<file path="src/rtl/cnn_pkg.sv">
// Shared constants, types and helpers for the streaming CNN pipeline stages.
package cnn_pkg;

    localparam int CNN_WORD_SIZE    = 8;
    localparam int CNN_ROW_SIZE     = 540;
    localparam int CNN_IMAGE_HEIGHT = 360;

    // pix_max is written at a fixed wide width; callers zero-extend their pixels.
    localparam int PIX_MAX_W = 32;

    typedef enum logic {
        EVEN_ROW = 1'b0,
        ODD_ROW  = 1'b1
    } pool_state_t;

    function automatic logic [PIX_MAX_W-1:0] pix_max(
        input logic [PIX_MAX_W-1:0] a,
        input logic [PIX_MAX_W-1:0] b
    );
        return (a >= b) ? a : b;
    endfunction

endpackage

</file>
<file path="src/rtl/max_pool_2x2_if.sv">
// Pixel stream interface between the convolution stage and the 2x2 max-pool stage.
interface max_pool_2x2_if
    import cnn_pkg::*;
#(
    parameter int WORD_SIZE = CNN_WORD_SIZE
);

    logic [WORD_SIZE-1:0] inPixel;
    logic                 inValid;
    logic [WORD_SIZE-1:0] outPixel;
    logic                 outValid;
    logic                 frameEnd;

    modport master (
        output inPixel,
        output inValid,
        input  outPixel,
        input  outValid,
        input  frameEnd
    );

    modport slave (
        input  inPixel,
        input  inValid,
        output outPixel,
        output outValid,
        output frameEnd
    );

endinterface

</file>
<file path="src/rtl/pool_line_buffer.sv">
// Half-row simple dual-port RAM with a registered read port; no reset so it maps to block RAM.
module pool_line_buffer #(
    parameter int WORD_SIZE = 8,
    parameter int DEPTH     = 270,
    parameter int ADDR_W    = 9
) (
    input  logic                 clk,
    input  logic                 wr_en,
    input  logic [ADDR_W-1:0]    wr_addr,
    input  logic [WORD_SIZE-1:0] wr_data,
    input  logic                 rd_en,
    input  logic [ADDR_W-1:0]    rd_addr,
    output logic [WORD_SIZE-1:0] rd_data
);

    logic [WORD_SIZE-1:0] mem_q [DEPTH];
    logic [WORD_SIZE-1:0] rd_data_q;

    // Read data is held while rd_en is low, so input gaps never lose it.
    always_ff @(posedge clk) begin
        if (wr_en) begin
            mem_q[wr_addr] <= wr_data;
        end
        if (rd_en) begin
            rd_data_q <= mem_q[rd_addr];
        end
    end

    assign rd_data = rd_data_q;

endmodule

</file>
<file path="src/rtl/max_pool_2x2.sv">
// 2x2 stride-2 max pooling over a raster pixel stream. Horizontal maxima of each
// even row wait in a half-row line buffer until the matching odd row arrives.
module max_pool_2x2
    import cnn_pkg::*;
#(
    parameter int WORD_SIZE    = CNN_WORD_SIZE,
    parameter int ROW_SIZE     = CNN_ROW_SIZE,
    parameter int IMAGE_HEIGHT = CNN_IMAGE_HEIGHT
) (
    input  logic          clk,
    input  logic          rst,
    max_pool_2x2_if.slave pool
);

    localparam int HALF_ROW = ROW_SIZE / 2;
    localparam int COL_W    = (ROW_SIZE > 1) ? $clog2(ROW_SIZE) : 1;
    localparam int ROW_W    = (IMAGE_HEIGHT > 1) ? $clog2(IMAGE_HEIGHT) : 1;
    localparam int ADDR_W   = (HALF_ROW > 1) ? $clog2(HALF_ROW) : 1;

    localparam logic [COL_W-1:0] LAST_COL     = COL_W'(ROW_SIZE - 1);
    localparam logic [ROW_W-1:0] LAST_ROW     = ROW_W'(IMAGE_HEIGHT - 1);
    localparam logic [ROW_W-1:0] LAST_OUT_ROW = ROW_W'(IMAGE_HEIGHT - 1 - (IMAGE_HEIGHT % 2));

    logic [COL_W-1:0]     col_q, col_d;
    logic [ROW_W-1:0]     row_q, row_d;
    logic [ROW_W-1:0]     row_next;
    pool_state_t          state_q, state_d;
    logic [WORD_SIZE-1:0] hold_q, hold_d;
    logic [WORD_SIZE-1:0] out_pixel_q, out_pixel_d;
    logic                 out_valid_q, out_valid_d;
    logic                 frame_end_q, frame_end_d;

    logic [WORD_SIZE-1:0] hmax;
    logic [WORD_SIZE-1:0] lb_rd_data;
    logic [ADDR_W-1:0]    lb_addr;
    logic                 lb_wr_en;
    logic                 lb_rd_en;

    function automatic logic [WORD_SIZE-1:0] max_w(
        input logic [WORD_SIZE-1:0] a,
        input logic [WORD_SIZE-1:0] b
    );
        return WORD_SIZE'(pix_max(PIX_MAX_W'(a), PIX_MAX_W'(b)));
    endfunction

    assign hmax     = max_w(hold_q, pool.inPixel);
    assign lb_addr  = ADDR_W'(col_q >> 1);
    assign row_next = (row_q == LAST_ROW) ? '0 : row_q + 1'b1;

    always_comb begin
        col_d       = col_q;
        row_d       = row_q;
        state_d     = state_q;
        hold_d      = hold_q;
        out_pixel_d = out_pixel_q;
        out_valid_d = 1'b0;
        frame_end_d = 1'b0;
        lb_wr_en    = 1'b0;
        lb_rd_en    = 1'b0;

        if (pool.inValid) begin
            if (!col_q[0]) begin
                // Fetch the stored even-row maximum now so it is ready at the odd column.
                hold_d   = pool.inPixel;
                lb_rd_en = 1'b1;
            end else if (state_q == EVEN_ROW) begin
                lb_wr_en = 1'b1;
            end else begin
                out_pixel_d = max_w(lb_rd_data, hmax);
                out_valid_d = 1'b1;
                frame_end_d = (row_q == LAST_OUT_ROW) && (col_q == LAST_COL);
            end

            if (col_q == LAST_COL) begin
                col_d = '0;
                row_d = row_next;
                // A trailing row of an odd-height frame has an even index, so it
                // automatically gets even-row (write-only) behaviour.
                state_d = row_next[0] ? ODD_ROW : EVEN_ROW;
            end else begin
                col_d = col_q + 1'b1;
            end
        end
    end

    always_ff @(posedge clk or negedge rst) begin
        if (!rst) begin
            col_q       <= '0;
            row_q       <= '0;
            state_q     <= EVEN_ROW;
            hold_q      <= '0;
            out_pixel_q <= '0;
            out_valid_q <= 1'b0;
            frame_end_q <= 1'b0;
        end else begin
            col_q       <= col_d;
            row_q       <= row_d;
            state_q     <= state_d;
            hold_q      <= hold_d;
            out_pixel_q <= out_pixel_d;
            out_valid_q <= out_valid_d;
            frame_end_q <= frame_end_d;
        end
    end

    pool_line_buffer #(
        .WORD_SIZE (WORD_SIZE),
        .DEPTH     (HALF_ROW),
        .ADDR_W    (ADDR_W)
    ) u_line_buffer (
        .clk     (clk),
        .wr_en   (lb_wr_en),
        .wr_addr (lb_addr),
        .wr_data (hmax),
        .rd_en   (lb_rd_en),
        .rd_addr (lb_addr),
        .rd_data (lb_rd_data)
    );

    assign pool.outPixel = out_pixel_q;
    assign pool.outValid = out_valid_q;
    assign pool.frameEnd = frame_end_q;

endmodule

</file>
<file path="src/flat_wrapper.sv">
// flat-port wrapper written by rule: the top's interface ports become plain ports
module max_pool_2x2_flat import cnn_pkg::*;
#(
    parameter int WORD_SIZE    = CNN_WORD_SIZE,
    parameter int ROW_SIZE     = CNN_ROW_SIZE,
    parameter int IMAGE_HEIGHT = CNN_IMAGE_HEIGHT
)
  (clk, rst, pool_inPixel, pool_inValid, pool_outPixel, pool_outValid, pool_frameEnd);
  max_pool_2x2_if #(.WORD_SIZE(WORD_SIZE)) pool_i ();
  input  logic clk;
  input  logic rst;
  input wire logic [$bits(pool_i.inPixel)-1:0] pool_inPixel;
  input wire logic [$bits(pool_i.inValid)-1:0] pool_inValid;
  output wire logic [$bits(pool_i.outPixel)-1:0] pool_outPixel;
  output wire logic [$bits(pool_i.outValid)-1:0] pool_outValid;
  output wire logic [$bits(pool_i.frameEnd)-1:0] pool_frameEnd;
  assign pool_i.inPixel = pool_inPixel;
  assign pool_i.inValid = pool_inValid;
  assign pool_outPixel = pool_i.outPixel;
  assign pool_outValid = pool_i.outValid;
  assign pool_frameEnd = pool_i.frameEnd;
  max_pool_2x2 #(.WORD_SIZE(WORD_SIZE), .ROW_SIZE(ROW_SIZE), .IMAGE_HEIGHT(IMAGE_HEIGHT)) u_core (.clk(clk), .rst(rst), .pool(pool_i));
endmodule
</file>
<file path="config.mk">
export PLATFORM = sky130hd
export DESIGN_NAME = max_pool_2x2_flat
export DESIGN_NICKNAME = d
export VERILOG_FILES = /design/src/rtl/cnn_pkg.sv /design/src/rtl/max_pool_2x2_if.sv /design/src/rtl/pool_line_buffer.sv /design/src/rtl/max_pool_2x2.sv /design/src/flat_wrapper.sv
export SDC_FILE = /design/constraint.sdc
export NUM_CORES = 2
export LEC_CHECK = 0
export ABC_AREA = 1
export CORE_UTILIZATION = 25
export DETAILED_ROUTE_END_ITERATION = 12
export SLEW_MARGIN = 20
export SYNTH_ARGS = -nofsm -noshare
export SYNTH_HDL_FRONTEND = slang
export SYNTH_HIERARCHICAL = 1
export SYNTH_SLANG_ARGS = --single-unit
</file>
<file path="constraint.sdc">
create_clock -name clk -period 17.4 [get_ports clk]
set_input_delay 2.61 -clock clk [delete_from_list [all_inputs] [get_ports clk]]
set_output_delay 2.61 -clock clk [all_outputs]
set_load 0.01 [all_outputs]
</file>
==> results.toml <==
[critical_path]
worstSetupPathType = "register to register"
required_ns = 18.11
cp_max_fo = 81
r2r-start = "u_core/col_q[1]$_DFFE_PN0P_"
crit_start = "u_core/col_q[1]$_DFFE_PN0P_"
start_kind = "register"
arrival_ns = 7.09
worstSetupEndpointType = "register"

[power]
power_density_nw_per_um2 = 160
ir_worst_vdd_mv = 0.188
leakage_uw = 0.0341

[yosys]
syn_area_um2 = 90200
synth_ff_type = "edfxtp_1"
ys_top_cells_by_count = "nand2_1 (2202), edfxtp_1 (2168), nand3_1 (2062)"
ys_types = 38
yosys.area.top_type = "edfxtp_1"
yosysWarnings = 6
synth-seq-cells = 2205
synth.area.top_cells = "edfxtp_1 (72%), nand3_1 (11%), nand2_1 (9.2%), buf_2 (1.5%), nor2_1 (1.4%)"
yosysTopAreaCellShare_pct = 72.2
syn-num-nets = 7645
synthCells = 7616
async_reset_ff_share_pct = 1.68
ys_seq_area_share_pct = 73.2
synth-edff-count = 2168
yosysMostFrequentCell = "nand2_1"
avgSynthCellArea_um2 = 11.8

[drt]
via_per_inst = 4.69
vias = 58100
dr.pass1.iters = 6
wl_per_cell_um = 19.7
drtAntennaViolNets = 0
drc_errors = 0
first_iter_violations = 6293
wirelength_mm = 244

[layout]
regArea_um2 = 66000
multi_input_area_um2 = 21400
fill_cells = 36600
layout.nets = 7459
layout-area-overhead-vs-synth_pct = 12.5
final_util_pct = 28.3
drive_above_1_share_pct = 5.95
final_cell_area_um2 = 102000

[placement]
io_buffers = 20
gp_congestion = 0.838
placed_area_um2 = 94700
pre_cts_ws_ns = 10.53
detailed_place_hpwl_mm = 134

[clock_network]
post_cts_resized = 0
clk_root_buffer_cell = "clkbuf_16"
cts.sinks = 2205
clk_pin_slew_ns = 0.06
clock_latency_ns = 0.88
post_cts_buffers = 0
cts-htree-levels = 4
cts_buffers = 213
cts-hold-fix-buffers = 0
max-clock-path-buffers = 3
cts_tree = "built"

[floorplanning]
die_area_um2 = 363000
initial_core_util_pct = 25.1
dieWidth_um = 603
core_um2 = 359000
row_count = 220
io_pins = 21
die_y_um = 603

[timing]
relSlewSlack_pct = 22.9
slew_violations = 0
fin_crit_sh_pct = 36.7
setup_violations = 0
rsz0062_at_grt = "false"
fmax_mhz = 157
hold_viol = 0
fin_tns_setup_ns = 0
clock_skew_ns = 0.0468
tightest_slew_ns = 1.15
worst_slack_ns = 11.02
period_needed_ns = 6.38

[worst_hold_path]
hold_path_class = "register to register"
min-delay-start = "u_core/pool.outPixel[6]$_DFFE_PN0P_"

[flow_run]
drv_cap = 0

[grt]
grt-ovfl-total = 0
track_usage_pct = 13.0
antenna_found_initial = 4
grt_max_degree = 222
grt_pass1_vias = 55000
grt_pass1_wl_mm = 362

[run_status]
status = "finished, final reports clean"
[power by group]
part,switching (µW),internal [µW]
sequential,131,6360
clock,2030,2470
combinational,4010,1230
total,6170,10100
[worst max-delay path: stages, from the launching register on]
cell and delay [ns]:
dfrtp_4 0.80, buf_4 0.66, buf_4 0.70, buf_4 0.65, buf_4 0.79, buf_4 0.78
nand2_1 0.12, nand3_1 0.12, nand3_1 0.08, nand3_1 0.14, nand3_1 0.16, nand3_1 0.22
nand3_1 0.27, nand3_1 0.18, nand3_1 0.19, nand2_1 0.16
[flip-flops by register name, indices dropped and copies added, names as in the netlist]
name	count
u_core/row_q	9
u_core/pool.outPixel	8
u_core/u_line_buffer/rd_data	8
u_core/pool.outValid	1
u_core/u_line_buffer/mem_q	2160
u_core/col_q	10
u_core/pool.frameEnd	1
u_core/hold_q	8
[layer usage]
layer	wire length, µm	vias to the layer above	global-route usage, %	part of all wire [%]
met2	116000	2262	21.2	48
met1	102000	28700	17.4	42
met5	0	-	0	0
li1	-	26700	-	-
met4	7890	0	4.62	3.2
met3	18100	422	2.04	7.4
[final timing paths]
check / to / slack, ns / cells after the start
max: u_core/u_line_buffer/rd_data[0]$_DFFE_PP_ / 11.02 / 15
min in group asynchronous: u_core/hold_q[7]$_DFFE_PN0P_ / 1.87 / 1
min: u_core/pool.outPixel[6]$_DFFE_PN0P_ / 0.52 / 2
max reg2reg: u_core/u_line_buffer/rd_data[0]$_DFFE_PP_ / 11.02 / 15
min reg2reg: u_core/pool.outPixel[6]$_DFFE_PN0P_ / 0.52 / 2
max in group asynchronous: u_core/col_q[4]$_DFFE_PN0P_ / 14.81 / 1
[metrics by stage]
step / instances / power, µW / hold slack [ns]
4_1_cts: 12400 / 16300 / 0.527
3_5_place_dp: 12000 / 11800 / 0.509
5_1_grt: 12400 / 16900 / 0.530
3_3_place_gp: 12000 / 11800 / 0.505
2_1_floorplan: 7616 / 10000 / 0.478
6_report: 12400 / 16200 / 0.516
[cells in the final DEF (no fill, tap or decap), types with 4 or more instances in the layout]
master              n
nand4_1            18
nor3_1              8
clkinv_2           48
nor2_1            341
o211ai_1            7
dfrtp_4             5
diode_2             5
buf_4              77
ha_1               18
buf_12             11
dfrtp_1            31
clkbuf_16         216
nand3_1          2062
nor2_2              5
nor3_2              5
a21oi_1            16
clkdlybuf4s50_1    19
o221ai_1            8
nand2_2            19
nand2_4             8
clkinv_1           53
inv_1              76
o21ai_1            20
o22ai_1            16
bufinv_16          12
inv_8               4
o21ai_0            64
clkinv_16           6
clkinvlp_4         11
clkbuf_1           41
nand2_1          2178
xor2_1              8
edfxtp_1         2168
inv_2               6
[layout make-up]
cell class / count / share of cell area, %
diodes: 5 / 0.0123
clock buffers: 257 / 5.48
clock inverters: 141 / 1.19
inverters: 86 / 0.354
multi-input cells: 4816 / 21.1
flip-flops and latches: 2205 / 65.1
well taps: 4773 / 5.88
repair buffers: 108 / 0.978
[logic make-up (layout without fill, tap and decap cells)]
family          after synthesis  in the layout  synth area share, %
compound gates              133            133                0.818
xor+xnor                      8              8               0.0777
fa+ha+maj                    18             18                0.250
buf+inv                     595            592                 3.23
flops                      2205           2205                 73.2
other cells                   0              5                    0
simple gates               4657           4657                 22.4
Note: power is estimated with default switching activity, not from simulation.
